## config.mk

```make
export PLATFORM = sky130hd
export DESIGN_NAME = seg7_scan_decoder_flat
export DESIGN_NICKNAME = d
export VERILOG_FILES = /design/src/rtl/seg7_pkg.sv /design/src/rtl/seg7_scan_decoder_if.sv /design/src/rtl/seg7_decode.sv /design/src/rtl/seg7_scan_decoder.sv /design/src/flat_wrapper.sv
export SDC_FILE = /design/constraint.sdc
export NUM_CORES = 1
export LEC_CHECK = 0
export CAP_MARGIN = 0
export CORE_ASPECT_RATIO = 1.5
export CORE_MARGIN = 2
export CORE_UTILIZATION = 60
export DETAILED_ROUTE_END_ITERATION = 8
export GPL_TIMING_DRIVEN = 0
export PLACE_DENSITY = 0.83
export SLEW_MARGIN = 10
export SYNTH_ARGS = -nofsm -noshare
export SYNTH_HDL_FRONTEND = slang
export SYNTH_SLANG_ARGS = --single-unit
```

## constraint.sdc

```tcl
create_clock -name clk -period 5.7 [get_ports clk]
set_input_delay 1.71 -clock clk [delete_from_list [all_inputs] [get_ports clk]]
set_output_delay 1.71 -clock clk [all_outputs]
set_load 0.05 [all_outputs]
```

## src/rtl/seg7_pkg.sv

```systemverilog
// seg7_pkg
// Shared constants and types for the multiplexed 7-segment scan decoder.
// Holds the active-low segment patterns for digits 0..9, the blank/invalid
// codes, the scan FSM state type and small helpers for the digit strobes.
// Segment bit order is bit6=a ... bit0=g.

package seg7_pkg;

    localparam int SEG_W      = 7;
    localparam int AN_W       = 4;
    localparam int CODE_W     = 4;
    localparam int NUM_DIGITS = 4;

    localparam logic [SEG_W-1:0] SEG_0     = 7'b0000001;
    localparam logic [SEG_W-1:0] SEG_1     = 7'b1001111;
    localparam logic [SEG_W-1:0] SEG_2     = 7'b0010010;
    localparam logic [SEG_W-1:0] SEG_3     = 7'b0000110;
    localparam logic [SEG_W-1:0] SEG_4     = 7'b1001100;
    localparam logic [SEG_W-1:0] SEG_5     = 7'b0100100;
    localparam logic [SEG_W-1:0] SEG_6     = 7'b0100000;
    localparam logic [SEG_W-1:0] SEG_7     = 7'b0001111;
    localparam logic [SEG_W-1:0] SEG_8     = 7'b0000000;
    localparam logic [SEG_W-1:0] SEG_9     = 7'b0000100;
    localparam logic [SEG_W-1:0] SEG_BLANK = 7'h7F;

    localparam logic [CODE_W-1:0] CODE_BLANK   = 4'hF;
    localparam logic [CODE_W-1:0] CODE_INVALID = 4'hE;

    typedef enum logic [1:0] {
        ST_IDLE   = 2'd0,
        ST_SETTLE = 2'd1,
        ST_HELD   = 2'd2
    } state_e;

    // True when exactly one strobe is driven low.
    function automatic logic an_one_hot_low(input logic [AN_W-1:0] an);
        case (an)
            4'b1110, 4'b1101, 4'b1011, 4'b0111: return 1'b1;
            default:                            return 1'b0;
        endcase
    endfunction

    // Digit index of the low strobe; only meaningful when an_one_hot_low().
    function automatic logic [1:0] an_index(input logic [AN_W-1:0] an);
        case (an)
            4'b1101: return 2'd1;
            4'b1011: return 2'd2;
            4'b0111: return 2'd3;
            default: return 2'd0;
        endcase
    endfunction

endpackage

```

## src/rtl/seg7_scan_decoder_if.sv

```systemverilog
// seg7_scan_decoder_if
// Bundles the scanned display bus and the decoded result.
//   seg        : multiplexed segments, active-low (bit6=a ... bit0=g)
//   an         : digit strobes, active-low, one low bit selects digit 0..3
//   digits     : decoded codes, digit i at bits 4i+3:4i
//   err        : per-digit flag, last capture was an unrecognised pattern
//   valid      : a full frame has completed and no timeout since
//   frame_done : one-cycle pulse when all four digits have been captured
// master drives the display bus, slave is the decoder.

interface seg7_scan_decoder_if;
    import seg7_pkg::*;

    logic [SEG_W-1:0]               seg;
    logic [AN_W-1:0]                an;
    logic [NUM_DIGITS*CODE_W-1:0]   digits;
    logic [NUM_DIGITS-1:0]          err;
    logic                           valid;
    logic                           frame_done;

    modport master (
        output seg, an,
        input  digits, err, valid, frame_done
    );

    modport slave (
        input  seg, an,
        output digits, err, valid, frame_done
    );

endinterface

```

## src/rtl/seg7_decode.sv

```systemverilog
// seg7_decode
// Combinational segment-pattern to digit-code decoder.
//   seg     : active-low segment pattern (bit6=a ... bit0=g)
//   code    : 0..9, CODE_BLANK for all-off, CODE_INVALID otherwise
//   invalid : high only for unrecognised patterns (blank is legal)

module seg7_decode
    import seg7_pkg::*;
(
    input  logic [SEG_W-1:0]  seg,
    output logic [CODE_W-1:0] code,
    output logic              invalid
);

    always_comb begin
        code    = CODE_INVALID;
        invalid = 1'b1;
        case (seg)
            SEG_0:     begin code = 4'd0;       invalid = 1'b0; end
            SEG_1:     begin code = 4'd1;       invalid = 1'b0; end
            SEG_2:     begin code = 4'd2;       invalid = 1'b0; end
            SEG_3:     begin code = 4'd3;       invalid = 1'b0; end
            SEG_4:     begin code = 4'd4;       invalid = 1'b0; end
            SEG_5:     begin code = 4'd5;       invalid = 1'b0; end
            SEG_6:     begin code = 4'd6;       invalid = 1'b0; end
            SEG_7:     begin code = 4'd7;       invalid = 1'b0; end
            SEG_8:     begin code = 4'd8;       invalid = 1'b0; end
            SEG_9:     begin code = 4'd9;       invalid = 1'b0; end
            SEG_BLANK: begin code = CODE_BLANK; invalid = 1'b0; end
            default:   ;
        endcase
    end

endmodule

```

## src/rtl/seg7_scan_decoder.sv

```systemverilog
// seg7_scan_decoder
// Recovers the four digit codes from a multiplexed, active-low 7-segment
// display bus. A digit is captured once seg/an have been stable for
// STABLE_CYCLES registered samples; four distinct captures form a frame.
//   clk   : single rising-edge clock
//   rst_n : synchronous active-low reset
//   bus   : seg7_scan_decoder_if.slave (seg/an in, digits/err/valid/frame_done out)
//
// state     | meaning
// ----------+---------------------------------------------------------
// ST_IDLE   | sample has no single low strobe; count held at 0
// ST_SETTLE | one-hot sample, counting identical consecutive samples
// ST_HELD   | digit captured, waiting for the sample to change

module seg7_scan_decoder
    import seg7_pkg::*;
#(
    parameter int STABLE_CYCLES  = 4,
    parameter int TIMEOUT_CYCLES = 100000
) (
    input  logic               clk,
    input  logic               rst_n,
    seg7_scan_decoder_if.slave bus
);

    localparam int                TO_W       = $clog2(TIMEOUT_CYCLES + 1);
    localparam logic [7:0]        STABLE_MAX = 8'(STABLE_CYCLES);
    localparam logic [TO_W-1:0]   TO_MAX     = TO_W'(TIMEOUT_CYCLES);

    state_e                        state_q, state_d;

    logic [SEG_W-1:0]              seg_q, seg_d;
    logic [AN_W-1:0]               an_q, an_d;
    logic [SEG_W-1:0]              prev_seg_q, prev_seg_d;
    logic [AN_W-1:0]               prev_an_q, prev_an_d;
    logic [7:0]                    cnt_q, cnt_d;
    logic [TO_W-1:0]               to_cnt_q, to_cnt_d;
    logic [NUM_DIGITS-1:0]         mask_q, mask_d;
    logic [NUM_DIGITS*CODE_W-1:0]  digits_q, digits_d;
    logic [NUM_DIGITS-1:0]         err_q, err_d;
    logic                          valid_q, valid_d;
    logic                          frame_done_q, frame_done_d;

    logic [CODE_W-1:0]             dec_code;
    logic                          dec_invalid;
    logic                          sample_one_hot;
    logic                          sample_same;
    logic                          stable_hit;
    logic [1:0]                    sel;

    seg7_decode u_decode (
        .seg     (seg_q),
        .code    (dec_code),
        .invalid (dec_invalid)
    );

    assign sample_one_hot = an_one_hot_low(an_q);
    assign sample_same    = (seg_q == prev_seg_q) && (an_q == prev_an_q);
    assign sel            = an_index(an_q);

    // Capture fires on the sample that brings the count up to STABLE_CYCLES.
    assign stable_hit = (state_q == ST_SETTLE) && sample_one_hot && sample_same
                        && (cnt_q >= STABLE_MAX - 8'd1);

    // Input register and one-cycle-delayed copy used for change detection.
    assign seg_d      = bus.seg;
    assign an_d       = bus.an;
    assign prev_seg_d = seg_q;
    assign prev_an_d  = an_q;

    // State register
    always_ff @(posedge clk) begin
        if (!rst_n) begin
            state_q <= ST_IDLE;
        end else begin
            state_q <= state_d;
        end
    end

    // Next-state logic
    always_comb begin
        state_d = state_q;
        case (state_q)
            ST_IDLE: begin
                if (sample_one_hot) state_d = ST_SETTLE;
            end
            ST_SETTLE: begin
                if (!sample_one_hot)  state_d = ST_IDLE;
                else if (stable_hit)  state_d = ST_HELD;
            end
            ST_HELD: begin
                if (!sample_same) state_d = sample_one_hot ? ST_SETTLE : ST_IDLE;
            end
            default: state_d = ST_IDLE;
        endcase
    end

    // Output / datapath logic
    always_comb begin
        cnt_d        = cnt_q;
        to_cnt_d     = to_cnt_q;
        mask_d       = mask_q;
        digits_d     = digits_q;
        err_d        = err_q;
        valid_d      = valid_q;
        frame_done_d = 1'b0;

        case (state_q)
            ST_IDLE: begin
                cnt_d = sample_one_hot ? 8'd1 : 8'd0;
            end
            ST_SETTLE: begin
                if (!sample_one_hot)      cnt_d = 8'd0;
                else if (!sample_same)    cnt_d = 8'd1;
                else if (cnt_q != STABLE_MAX) cnt_d = cnt_q + 8'd1;
            end
            ST_HELD: begin
                if (!sample_same) cnt_d = sample_one_hot ? 8'd1 : 8'd0;
            end
            default: cnt_d = 8'd0;
        endcase

        if (stable_hit) begin
            digits_d[{sel, 2'b00} +: CODE_W] = dec_code;
            err_d[sel]                       = dec_invalid;
            mask_d                           = mask_q | (4'b0001 << sel);
            to_cnt_d                         = '0;
            if (mask_d == 4'b1111) begin
                frame_done_d = 1'b1;
                valid_d      = 1'b1;
                mask_d       = '0;
            end
        end else begin
            if (to_cnt_q != TO_MAX) to_cnt_d = to_cnt_q + 1'b1;
            // Timeout drops the frame but keeps the last decoded digits.
            if (to_cnt_d == TO_MAX) begin
                valid_d = 1'b0;
                mask_d  = '0;
            end
        end
    end

    always_ff @(posedge clk) begin
        if (!rst_n) begin
            seg_q        <= SEG_BLANK;
            an_q         <= 4'hF;
            prev_seg_q   <= SEG_BLANK;
            prev_an_q    <= 4'hF;
            cnt_q        <= '0;
            to_cnt_q     <= '0;
            mask_q       <= '0;
            digits_q     <= 16'hFFFF;
            err_q        <= '0;
            valid_q      <= 1'b0;
            frame_done_q <= 1'b0;
        end else begin
            seg_q        <= seg_d;
            an_q         <= an_d;
            prev_seg_q   <= prev_seg_d;
            prev_an_q    <= prev_an_d;
            cnt_q        <= cnt_d;
            to_cnt_q     <= to_cnt_d;
            mask_q       <= mask_d;
            digits_q     <= digits_d;
            err_q        <= err_d;
            valid_q      <= valid_d;
            frame_done_q <= frame_done_d;
        end
    end

    assign bus.digits     = digits_q;
    assign bus.err        = err_q;
    assign bus.valid      = valid_q;
    assign bus.frame_done = frame_done_q;

endmodule

```

## src/flat_wrapper.sv

```systemverilog
// flat-port wrapper written by rule: the top's interface ports become plain ports
module seg7_scan_decoder_flat import seg7_pkg::*;
#(
    parameter int STABLE_CYCLES  = 4,
    parameter int TIMEOUT_CYCLES = 100000
)
  (clk, rst_n, bus_seg, bus_an, bus_digits, bus_err, bus_valid, bus_frame_done);
  seg7_scan_decoder_if bus_i ();
  input  logic clk;
  input  logic rst_n;
  input wire logic [$bits(bus_i.seg)-1:0] bus_seg;
  input wire logic [$bits(bus_i.an)-1:0] bus_an;
  output wire logic [$bits(bus_i.digits)-1:0] bus_digits;
  output wire logic [$bits(bus_i.err)-1:0] bus_err;
  output wire logic [$bits(bus_i.valid)-1:0] bus_valid;
  output wire logic [$bits(bus_i.frame_done)-1:0] bus_frame_done;
  assign bus_i.seg = bus_seg;
  assign bus_i.an = bus_an;
  assign bus_digits = bus_i.digits;
  assign bus_err = bus_i.err;
  assign bus_valid = bus_i.valid;
  assign bus_frame_done = bus_i.frame_done;
  seg7_scan_decoder #(.STABLE_CYCLES(STABLE_CYCLES), .TIMEOUT_CYCLES(TIMEOUT_CYCLES)) u_core (.clk(clk), .rst_n(rst_n), .bus(bus_i));
endmodule
```

==> qor.yml <==
areaGrowthSynthToFinish_pct: 17.21
ys_dominant_reg_cell: "dfxtp_1"
worstSetupEndpointType: "output port"
h-tree-depth: 3
dp.cells: 525
worst_path_max_delay_cell: "clkdlybuf4s50_1"
portBuffers: 34
synth_nets: 443
placement_rows: 34
final_routed_wirelength_across_all_metal_layers_um: 8242
final_critical_path_required_period_ns: 3.246
timing.max_cap.violations: 0
clock_skew_ns: 0.007839
global_route.usage.total_pct: 27.08
leakage_nw: 1.549
detail_route.vias_per_cell: 5.869
cts_root_buffer: "clkbuf_8"
worst_ir_drop_vdd_uv: 212.4
hold_path_class: "flop to flop"
tcrit_tclk_final_pct: 56.94
timing_max_transition_violations_final: 0
crit-reg2reg-launch: "u_core.prev_seg_d[4]$_SDFF_PN1_"
synth_cells: 419
worst-r2r-cell-count: 8
placeableCoreArea_mm2: 0.005828
max_slew_margin_pct: 52.12
drt_iter0_drc: 241
final_nets: 488
synth_area_mm2: 0.003620
clk_transition_reported_paths_ns: 0.08
tritoncts: "built"
antenna_found_initial: 0
yosys_register_bits: 75
ys_types: 55
grt_overflow: 0
synth_area_per_cell_um2: 8.639
hold_path_startpoint: "u_core.mask_q[2]$_SDFFE_PN0P_"
critical_path.cell_chain: "clkdlybuf4s50_1"
run_status: "completed"
yosysWarningCount: 0
insertedDiodeCount: 0
power_density_mw_per_mm2: 245.2
die_y_um: 99.13
io_pins: 35
total_power_w: 0.001040
net-switching-power_w: 0.0002658
grt_pass1_wl_um: 13800
share_of_synthesized_flip_flops_with_an_asynchronous_set_or_reset_pct: 0
dieArea_mm2: 0.006683
detailed_place_hpwl_um: 6188
power_share_of_the_sequential_group_pct: 52.3
start_util_pct: 62.11
worstReg2RegEnd: "u_core.to_cnt_q[6]$_SDFF_PP0_"
worst-endpoint-arrival_ns: 1.54
cts_buffers: 9
critPathMaxStageDelay_ns: 0.82
place.gp.congestion: 0.9530
seq_area_frac_synth_pct: 41.48
post_drt_wl_per_cell_um: 15.23
drt_pre_antenna_iters: 4
internal-power_w: 0.0007747
whs_ns: 0.4548
worst-path-max-fanout: 2
post-cts-setup-buffer-count: 0
clock_latency_ns: 0.35
final.setup.tns_ns: 0
hold_violations: 0
layout-drive-gt1-share_pct: 5.757
achievable-frequency_mhz: 308.1
timing.reg2reg.setup_slack_ns: 2.57
ctsResizeCount: 0
p_sw_share_pct: 25.54
critical-path-top-delay-family: "buffers and inverters"
worst_setup_path_start_kind: "flop"
ant_nets: 0
die_w_um: 67.42
tightestPinTransition_ns: 0.7127
final-setup-viol-count: 0
final_cell_mix: "dfxtp_1, nor2_1, clkdlybuf4s50_1, nand2_1, xnor2_1"
most_common_cell_after_layout_fill_and_taps_aside: "dfxtp_1"
synth_enable_flop_cells: 0
p_clk_share_pct: 38.3
required_time_at_the_worst_slack_endpoint_ns: 3.99
fin_cells: 541
layout.filler_cells: 447
num_vias: 3175
cts_max_path_buffers: 2
via_count_of_the_first_global_routing_pass: 3151
combPwrFrac_pct: 9.3
post_cts_hold_buffer_count: 0
timing.setup.critical_path_class: "flop to output port"
drt_drc_violations_left: 0
grt_setup_unrepaired: "no"
fin_util_pct: 72.80
whs_path_depth: 2
clock-sinks: 75
critical_path.n_buffers_inverters: 1
end_point_of_the_most_critical_hold_path: "u_core.mask_q[2]$_SDFFE_PN0P_"
grt_max_degree: 14
-- power by group through the flow --
| stage | Sequential, W | Combinational (W) | Clock [W] |
|---|---|---|---|
| floorplan | 0.000554 | 0.0000678 | 0 |
| global placement | 0.000556 | 0.0000927 | 0 |
| detailed placement | 0.000557 | 0.0000955 | 0 |
| CTS | 0.000544 | 0.0000968 | 0.000404 |
| global route | 0.000546 | 0.000108 | 0.000426 |
| finish | 0.000544 | 0.0000970 | 0.000399 |
-- flip-flops by register name (all words and copies together) (netlist names) --
name                   count
u_core.an_q                4
u_core.bus.digits         16
u_core.bus.err             4
u_core.bus.frame_done      1
u_core.bus.valid           1
u_core.cnt_q               8
u_core.mask_q              4
u_core.prev_an_q           4
u_core.prev_seg_d          7
u_core.prev_seg_q          7
u_core.state_q             2
u_core.to_cnt_q           17
-- layer usage --
metal / vias up / wire length [um] / GRT usage (%)
met4: 0 / 338 / 16.95
met5: - / 0 / 0
li1: 1564 / - / -
met2: 78 / 4352 / 48.36
met3: 25 / 256 / 4.525
met1: 1508 / 3295 / 28.31
-- worst max path at each step --
| stage | end | cells past startpoint | from | slack [ns] |
|---|---|---|---|---|
| after global routing | u_core.to_cnt_q[6]$_SDFF_PP0_ | 8 | u_core.prev_seg_d[4]$_SDFF_PN1_ | 2.29 |
| after CTS | bus_digits[3] | 1 | u_core.bus.digits[3]$_SDFFE_PN1P_ | 2.46 |
| after global placement | u_core.to_cnt_q[4]$_SDFF_PP0_ | 5 | rst_n | 2.21 |
| final | bus_digits[6] | 1 | u_core.bus.digits[6]$_SDFFE_PN1P_ | 2.45 |
| after floorplan | u_core.to_cnt_q[0]$_SDFF_PP0_ | 4 | rst_n | 3.15 |
| after detailed placement | u_core.to_cnt_q[6]$_SDFF_PP0_ | 5 | rst_n | 2.17 |
-- kinds of logic after synthesis --
kind of cell,count (synthesis),share of synthesized area [%]
DFF,75,41.48
and+or+nand+nor,195,29.49
adders and majority gates,11,3.802
AOI/OAI and AO/OA,63,11.61
muxes,2,0.5876
xor gates and xnor gates,38,9.195
buffers and inverters,35,3.836
-- layout make-up --
class | count | area [um2] | area share (%)
inverters | 16 | 60.06 | 1.416
well taps | 72 | 90.09 | 2.123
plain buffers | 19 | 78.83 | 1.858
clock inverters | 7 | 68.82 | 1.622
multi-input cells | 309 | 1979 | 46.65
repair buffers | 34 | 340.3 | 8.021
clock buffers | 9 | 123.9 | 2.919
flip-flops and latches | 75 | 1501 | 35.39
-- cells in the mapped netlist, drive strengths merged, types with 6 or more instances --
library cell  instances  share of area (%)
and3                  7                1.2
nor4                  8                1.8
nor3                 14                2.1
o211ai               10                2.1
nand3                24                3.3
a21oi                14                1.9
ha                   11                3.8
inv                  16                1.7
or3                   6                1.0
clkbuf               17                1.8
o21ai                14                1.9
nand2b               24                4.1
nand2                33                3.4
nor2                 38                3.9
xor2                 10                2.4
nand4                16                2.8
dfxtp                75                 41
xnor2                28                6.8
-- metrics by stage --
stage | setup WS (ns) | cell area [um2]
floorplan | 3.154 | 3620
global placement | 2.209 | 4050
detailed placement | 2.169 | 4050
CTS | 2.463 | 4243
global route | 2.289 | 4243
finish | 2.454 | 4243
(Power assumes the default switching activity.)
